## config.mk

```make
export PLATFORM = sky130hd
export DESIGN_NAME = branch_tournament_update
export DESIGN_NICKNAME = d
export VERILOG_FILES = /design/src/rtl/branch_tournament_update.sv
export SDC_FILE = /design/constraint.sdc
export NUM_CORES = 1
export LEC_CHECK = 0
export ABC_AREA = 1
export BUFFER_PORTS_ARGS = -buffer_cell sky130_fd_sc_hd__buf_4
export CAP_MARGIN = 20
export CORE_UTILIZATION = 28
export CTS_CLUSTER_SIZE = 28
export DETAILED_ROUTE_END_ITERATION = 12
export HOLD_SLACK_MARGIN = 0.15
export PLACE_DENSITY = 0.51
export SLEW_MARGIN = 40
export SYNTH_ARGS = -nofsm -noshare
export SYNTH_HDL_FRONTEND = slang
export SYNTH_SLANG_ARGS = --single-unit
```

## constraint.sdc

```tcl
create_clock -name clk -period 2.92 [get_ports clk]
set_clock_uncertainty 0.2 [all_clocks]
set_input_delay 0.146 -clock clk [delete_from_list [all_inputs] [get_ports clk]]
set_output_delay 0.146 -clock clk [all_outputs]
set_load 0.02 [all_outputs]
```

## src/rtl/branch_tournament_update.sv

```systemverilog
// Tournament predictor chooser trainer: buffers resolved branches, applies the
// 2-bit saturating chooser update and forwards each outcome to the component predictors.
module branch_tournament_update #(
    parameter int unsigned FIFO_DEPTH = 4,
    parameter logic [1:0]  INIT_VALUE = 2'b01
) (
    input  logic        clk,
    input  logic        reset,
    input  logic        update_valid,
    output logic        update_ready,
    input  logic [31:0] update_pc,
    input  logic        update_taken,
    input  logic        hist_correct,
    input  logic        glob_correct,
    output logic        train_valid,
    input  logic        train_ready,
    output logic [31:0] train_pc,
    output logic        train_taken,
    input  logic [31:0] rd_pc,
    output logic        rd_choose_global,
    output logic        init_done
);

    localparam int PTR_W = $clog2(FIFO_DEPTH);

    typedef struct packed {
        logic [31:0] pc;
        logic        taken;
        logic        hist_ok;
        logic        glob_ok;
    } outcome_t;

    typedef enum logic {ST_INIT, ST_RUN} state_t;

    // Only the low three bits of the nibble fold reach the index.
    function automatic logic [6:0] pc_index(input logic [31:0] pc);
        logic [2:0] fold;
        fold = '0;
        for (int i = 0; i < 8; i++) fold ^= pc[4*i +: 3];
        return {fold, pc[3:0]};
    endfunction

    function automatic logic [1:0] ctr_next(input logic [1:0] ctr, input logic hist_ok,
                                            input logic glob_ok);
        if (glob_ok && !hist_ok) return (ctr == 2'b11) ? ctr : ctr + 2'b01;
        if (hist_ok && !glob_ok) return (ctr == 2'b00) ? ctr : ctr - 2'b01;
        return ctr;
    endfunction

    state_t      state_q;
    logic [6:0]  sweep_q;
    logic        init_done_q;

    logic [1:0]  cpht_q [128];
    outcome_t    fifo_q [FIFO_DEPTH];
    logic [PTR_W-1:0] wr_ptr_q, rd_ptr_q;
    logic [PTR_W:0]   count_q, count_d;

    logic        s1_valid_q, s1_valid_d;
    outcome_t    s1_out_q, s1_out_d;
    logic [6:0]  s1_idx_q, s1_idx_d;
    logic [1:0]  s1_ctr_q, s1_ctr_d;
    logic        s2_valid_q, s2_valid_d;
    logic [31:0] s2_pc_q, s2_pc_d;
    logic        s2_taken_q, s2_taken_d;
    logic [6:0]  s2_idx_q, s2_idx_d;
    logic [1:0]  s2_ctr_q, s2_ctr_d;

    logic        wr_en;
    logic [6:0]  wr_idx;
    logic [1:0]  wr_data;
    logic        fifo_full, push, pop, train_hs, s2_free, s1_adv;
    logic [1:0]  s1_cur;
    outcome_t    head;
    logic [6:0]  head_idx;

    // NOTE: sequential state uses non-blocking (<=) so every flop samples pre-edge values.
    always_ff @(posedge clk) begin
        if (reset) begin
            state_q     <= ST_INIT;
            sweep_q     <= '0;
            init_done_q <= 1'b0;
        end else begin
            case (state_q)
                ST_INIT: begin
                    sweep_q <= sweep_q + 7'd1;
                    if (sweep_q == 7'd127) begin
                        state_q     <= ST_RUN;
                        init_done_q <= 1'b1;
                    end
                end
                default: ;
            endcase
        end
    end

    assign fifo_full        = (count_q == (PTR_W+1)'(FIFO_DEPTH));
    assign update_ready     = init_done_q && !fifo_full;
    assign push             = update_valid && update_ready;
    assign train_hs         = s2_valid_q && train_ready;
    assign s2_free          = !s2_valid_q || train_ready;
    assign s1_adv           = s1_valid_q && s2_free;
    assign pop              = (count_q != '0) && (!s1_valid_q || s1_adv);
    assign head             = fifo_q[rd_ptr_q];
    assign head_idx         = pc_index(head.pc);
    assign rd_choose_global = init_done_q && cpht_q[pc_index(rd_pc)][1];

    assign train_valid = s2_valid_q;
    assign train_pc    = s2_pc_q;
    assign train_taken = s2_taken_q;
    assign init_done   = init_done_q;

    // The init sweep and the retiring stage-2 write share the single chooser write port.
    always_comb begin
        wr_en   = 1'b0;
        wr_idx  = s2_idx_q;
        wr_data = s2_ctr_q;
        if (state_q == ST_INIT) begin
            wr_en   = 1'b1;
            wr_idx  = sweep_q;
            wr_data = INIT_VALUE;
        end else if (train_hs) begin
            wr_en = 1'b1;
        end
    end

    // NOTE: arrays are not reset; the init sweep defines the chooser and FIFO slots are only read after a push.
    always_ff @(posedge clk) begin
        if (wr_en) cpht_q[wr_idx] <= wr_data;
        if (push)  fifo_q[wr_ptr_q] <= '{update_pc, update_taken, hist_correct, glob_correct};
    end

    // NOTE: every always_comb output gets a default first so no path infers a latch.
    always_comb begin
        count_d = count_q;
        if (push && !pop)      count_d = count_q + (PTR_W+1)'(1);
        else if (pop && !push) count_d = count_q - (PTR_W+1)'(1);

        // Stage 1 tracks writes to its index so back-to-back updates see the latest counter.
        s1_cur     = (wr_en && wr_idx == s1_idx_q) ? wr_data : s1_ctr_q;
        s1_valid_d = s1_valid_q;
        s1_out_d   = s1_out_q;
        s1_idx_d   = s1_idx_q;
        s1_ctr_d   = s1_cur;
        if (pop) begin
            s1_valid_d = 1'b1;
            s1_out_d   = head;
            s1_idx_d   = head_idx;
            s1_ctr_d   = (wr_en && wr_idx == head_idx) ? wr_data : cpht_q[head_idx];
        end else if (s1_adv) begin
            s1_valid_d = 1'b0;
        end

        s2_valid_d = s2_valid_q;
        s2_pc_d    = s2_pc_q;
        s2_taken_d = s2_taken_q;
        s2_idx_d   = s2_idx_q;
        s2_ctr_d   = s2_ctr_q;
        if (s1_adv) begin
            s2_valid_d = 1'b1;
            s2_pc_d    = s1_out_q.pc;
            s2_taken_d = s1_out_q.taken;
            s2_idx_d   = s1_idx_q;
            s2_ctr_d   = ctr_next(s1_cur, s1_out_q.hist_ok, s1_out_q.glob_ok);
        end else if (train_hs) begin
            s2_valid_d = 1'b0;
        end
    end

    always_ff @(posedge clk) begin
        if (reset) begin
            wr_ptr_q   <= '0;
            rd_ptr_q   <= '0;
            count_q    <= '0;
            s1_valid_q <= 1'b0;
            s1_out_q   <= '0;
            s1_idx_q   <= '0;
            s1_ctr_q   <= '0;
            s2_valid_q <= 1'b0;
            s2_pc_q    <= '0;
            s2_taken_q <= 1'b0;
            s2_idx_q   <= '0;
            s2_ctr_q   <= '0;
        end else begin
            if (push) wr_ptr_q <= wr_ptr_q + PTR_W'(1);
            if (pop)  rd_ptr_q <= rd_ptr_q + PTR_W'(1);
            count_q    <= count_d;
            s1_valid_q <= s1_valid_d;
            s1_out_q   <= s1_out_d;
            s1_idx_q   <= s1_idx_d;
            s1_ctr_q   <= s1_ctr_d;
            s2_valid_q <= s2_valid_d;
            s2_pc_q    <= s2_pc_d;
            s2_taken_q <= s2_taken_d;
            s2_idx_q   <= s2_idx_d;
            s2_ctr_q   <= s2_ctr_d;
        end
    end

endmodule

```

# After elaboration in Yosys (flattened, before gate mapping)
# Memories as Yosys holds them, arrays and structs flattened. A register that Yosys moved wholly into a read port is not among the register bits.
# Cells that the tools add are included.
# totals
reg_bits	104
mem_bits_rw	396
in_bits	71
elab_cells	106
mem_count	2
# classes
add_sub_neg	7
eq_ne	5
muxes	32
n_bitwise	15
n_reduce_logical	27
# mem_list
memory	words	width	read_ports	rd_ports_with_merged_regs	wr	line	rtl
cpht_q	128	2	2	0	1	54	logic [1:0] cpht_q [128];
fifo_q	4	35	1	1	1	55	outcome_t fifo_q [FIFO_DEPTH];
# ops
cell	count
XOR 3 bit	14
2-to-1 mux 2 bit	12
2-to-1 mux 1 bit	17
equality test 7 bit	2
logical AND 1 bit	12
adder 7 x 1 -> 7 bit, second input constant	1
equality test 7 bit, second input constant	1
zero test 1 bit	7
2-to-1 mux 7 bit	1
adder 2 x 1 -> 2 bit, second input constant	3
2-to-1 mux 3 bit	2
nonzero test 2 bit	3
adder 3 x 1 -> 3 bit, second input constant	1
equality test 3 bit, second input constant	1
nonzero test 3 bit	1
subtractor 3 x 1 -> 3 bit, second input constant	1
equality test 2 bit, second input constant	1
zero test 2 bit	1
logical OR 1 bit	2
AND reduction 2 bit	1
subtractor 2 x 1 -> 2 bit, second input constant	1
inverter 1 bit	1

# Depth between registers and ports, before layout
# depth
depth_word	11
depth_mapped	23
ltp_nobuf	20

# Worst setup path before layout
# Ideal clock, no wire load.
# synth_path
path_type	register to register
from	reg init_done_q, in the netlist init_done
to	mem fifo_q[0][0] (netlist name), enable pin
setup_ns	0.427
t_arrival_ns	2.761
slack_ns	-0.468
path_stages_with_launch	5
n_path_buf	0
period_less_slack_ns	3.388
path_cell_list	dfxtp_1 inv_1 a31oi_1 nand2_1 nor2_1
# synth_via
elab_chain_cells	4
# synth_rtl
element	line	rtl
start, declared	52	logic init_done_q;
start signal, assigned	82	init_done_q <= 1'b0;
start signal, assigned	89	init_done_q <= 1'b1;
logical AND 1 bit	98	assign update_ready = init_done_q && !fifo_full;
named net update_ready	10	output logic update_ready,
logical AND 1 bit	99	assign push = update_valid && update_ready;
2-to-1 mux 1 bit	130	if (push) fifo_q[wr_ptr_q] <= '{update_pc, update_taken, hist_correct, glob_correct};
2-to-1 mux 1 bit (implied by the code)	130	
end, declared	55	
# The timed path passes the listed nets, and every way through them passes these cells.

==> flow_metrics.py <==
metrics = {
    "sta": {
        "worst_slack_ns": 0.168,
        "fmax_mhz": 363,
        "final_max_slew_viol_count": 0,
        "setup_viol": 0,
        "holdWs_ns": 0.241,
        "setup_tns_ns": 0,
        "min_period_ns": 2.75,
        "min_period_over_period_pct": 94.3,
        "worstMarginPinSlew_ns": 0.826,
        "finalHoldViolations": 0,
        "relSlewSlack_pct": 44.6,
    },
    "route": {
        "routed_wl_um": 66300,
        "wl_per_cell_um": 17.4,
        "drt-vias-per-instance": 4.67,
        "ant_nets": 0,
        "drtIter0Drc": 1307,
        "drc_errors": 10,
        "drt_pass1_iterations": 9,
        "vias": 17700,
    },
    "placement": {
        "dp_hpwl_um": 41200,
        "io_buffers": 100,
        "post-place-ws_ns": 0.139,
        "place_congestion": 0.813,
    },
    "setup_path": {
        "start_kind": "flop",
        "r2r-end": "s1_ctr_q[1]$_SDFF_PP0_",
        "critPathKind": "flop to primary output",
        "r2r_setup_slack_ns": 0.19,
        "path_max_fanout": 2,
        "critPathRequiredTime_ns": 2.57,
        "worst-endpoint-arrival_ns": 2.41,
        "r2r_cells": 17,
        "end_kind": "primary output",
    },
    "global_route": {
        "antenna_found_initial": 2,
        "overflow": 0,
        "grt_pass1_vias": 17100,
        "grt_start_max_net_pins": 129,
        "grt_pass1_wl_um": 100000,
        "track_usage_pct": 15.8,
    },
    "power_and_ir_drop": {
        "switching_share_pct": 39.8,
        "p_seq_share_pct": 33.0,
        "ir_drop_uv": 509,
        "powerDensity_nw_per_um2": 897,
        "clkPwrFrac_pct": 25.3,
        "cellLeakagePower_uw": 0.0111,
        "p_int_uw": 15100,
        "comb_power_share_pct": 41.8,
        "switchingPower_uw": 9990,
    },
    "floorplanning": {
        "start_util_pct": 28.3,
        "die_y_um": 288,
        "die_x_um": 288,
        "pin_count": 108,
        "die-area_um2": 82700,
        "core_area_um2": 80700,
        "row_count": 104,
    },
    "synth": {
        "synth_edf_count": 396,
        "synthCells": 2500,
        "synth_nets": 2578,
        "synth_area_um2": 22800,
        "ys_seq_elements": 494,
        "async_flop_share_pct": 0,
        "yosysSeqAreaShare_pct": 60.6,
        "synth_cell_types": 40,
        "ys.flop_type": "edfxtp_1",
        "avgSynthCellArea_um2": 9.14,
        "ys_warn_count": 0,
    },
    "hold_path": {
        "hold_path_depth": 3,
        "whs_endpoint": "s1_ctr_q[1]$_SDFF_PP0_",
        "hold_path.class": "primary input to flop",
        "worstHoldStart": "reset",
    },
    "run_status": {
        "status": "complete, but fails checks",
        "violations": "DRC",
    },
    "cts": {
        "clock_sinks": 494,
        "cts-root-buf": "clkbuf_16",
        "clock_latency_ns": 0.60,
        "path_clk_slew_ns": 0.06,
        "numCtsBuffers": 51,
        "cts_tree": "done",
        "htreeDepth": 2,
        "cts_max_path_buffers": 3,
    },
    "job": {
        "maxCapViolCount": 0,
    },
    "layout": {
        "n_antenna_cell": 0,
        "finalNetCount": 2785,
        "drive_gt1_share_pct": 12.8,
        "area_growth_pct": 22.5,
        "fillCellCount": 8276,
        "final_util_pct": 34.7,
    },
}
worst max path at each step:
| stage | from | to | slack (ns) | cells past startpoint |
|---|---|---|---|---|
| final | cpht_q[8][1]$_DFFE_PP_ | rd_choose_global | 0.17 | 11 |
| after global routing | flop | s1_ctr_q[1]$_SDFF_PP0_ | -0.004 | 21 |
| after CTS | cpht_q[10][1]$_DFFE_PP_ | rd_choose_global | 0.03 | 11 |
| after detailed placement | flop | s1_ctr_q[1]$_SDFF_PP0_ | 0.14 | 19 |
| after global placement | flop | s1_ctr_q[1]$_SDFF_PP0_ | 0.10 | 19 |
| after floorplan | init_done$_SDFFE_PP0P_ | fifo_q[0][0]$_DFFE_PP_ | -0.47 | 4 |
metal layers:
layer	track usage (%)	part of all wire [%]	vias to the layer above	wire, um
met5	0	0.039	-	26
met4	4.07	2.1	4	1400
met3	2.33	5.5	89	3640
met2	26.1	46	483	30700
met1	21.6	46	8404	30500
li1	-	-	8757	-
sequential cells by signal, summed over array words and instances, names as in the netlist, named ones only:
name,flops
count_q,3
cpht_q,256
fifo_q,140
init_done,1
rd_ptr_q,2
s1_ctr_q,2
s1_idx_q,3
s1_out_q,35
s1_valid_q,1
s2_ctr_q,2
s2_idx_q,3
state_q,1
sweep_q,7
train_pc,32
train_taken,1
train_valid,1
wr_ptr_q,2
power groups by stage:
stage / clock network, uW / logic, uW / registers [uW]
floorplan: 0 / 6190 / 8500
global placement: 0 / 10000 / 8420
detailed placement: 0 / 10000 / 8410
CTS: 6490 / 10200 / 8270
global route: 6760 / 11600 / 8330
finish: 6340 / 10500 / 8280
cell type report:
cell class              instances  area, um^2  share of cell area (%)
clock inverters                22         181                   0.648
clock buffers                  66        1400                    5.02
flip-flops and latches        494       13900                    49.5
inverters                     287        1080                    3.88
well taps                    1060        1330                    4.74
repair buffers                293        2760                    9.86
multi-input cells            1580        7380                    26.4
cell usage after synthesis, drive strengths merged (3+ instances only):
library cell / count / share of area, %
nand2: 564 / 9.4
edfxtp: 396 / 52
nor2: 297 / 4.9
inv: 284 / 4.7
nand3: 264 / 5.8
o21ai: 189 / 4.2
a21oi: 119 / 2.7
dfxtp: 98 / 8.6
buf: 72 / 1.8
clkbuf: 67 / 1.1
o211ai: 45 / 1.5
xnor2: 18 / 0.69
nor3: 16 / 0.35
a31oi: 13 / 0.36
xor2: 9 / 0.35
o22ai: 8 / 0.22
or2: 8 / 0.22
nand3b: 7 / 0.23
ha: 6 / 0.33
nand4: 4 / 0.11
nor4: 4 / 0.11
o311ai: 4 / 0.15
clkinv: 3 / 0.049
layout by cell type (no fill, tap or decap), types with 3 or more instances in the layout:
cell type,count
nand2_1,552
edfxtp_1,396
dlygate4sd3_1,73
nand3_1,261
o22ai_1,6
clkinv_1,7
o21ai_1,5
a21oi_1,116
o21ai_0,179
buf_4,189
o211ai_1,45
ha_1,6
a31oi_1,12
nand4_1,4
buf_6,4
buf_12,23
nor2_4,5
or2_2,7
clkbuf_16,54
nand3_2,3
nor4_1,4
a21oi_2,3
dfxtp_1,96
clkbuf_1,9
clkinv_2,12
inv_1,274
xor2_1,9
nor3_1,15
inv_6,3
xnor2_1,18
o21ai_2,5
nor2_1,289
nand3b_1,7
nor2_2,3
nand2_2,7
nand2_4,4
o311ai_0,3
inv_2,8
clkbuf_8,5
worst max-delay path: stages, from the launching register on:
cell	delay [ns]
edfxtp_1	0.39
nor2_1	0.10
a21oi_1	0.04
o21ai_0	0.35
o22ai_2	0.16
nand2_1	0.14
o311ai_0	0.14
nand3_1	0.10
nand3_1	0.10
nand2_1	0.08
nor2_2	0.05
buf_4	0.16
through the flow:
| stage | instances | area, um^2 | power [uW] |
|---|---|---|---|
| floorplan | 2500 | 22800 | 14700 |
| global placement | 3637 | 25500 | 18400 |
| detailed placement | 3637 | 25500 | 18400 |
| CTS | 3798 | 27800 | 24900 |
| global route | 3802 | 28000 | 26700 |
| finish | 3802 | 28000 | 25100 |
repair_timing:
item                       4_1_cts  5_1_grt
resized for setup                2       25
hold buffers                    73        0
setup endpoints to repair        1        3
buffers inserted                 0        2
hold endpoints to repair       241        0
gates cloned                     0        2
pin swaps                        0        3
cell families after synthesis:
kind of cell	count (synthesis)	share of synthesized area, %
compound gates	381	9.17
xor+xnor	27	1.04
fa+ha+maj	7	0.416
buf+inv	426	7.57
flops	494	60.6
simple gates	1165	21.2
(Power assumes the default switching activity.)
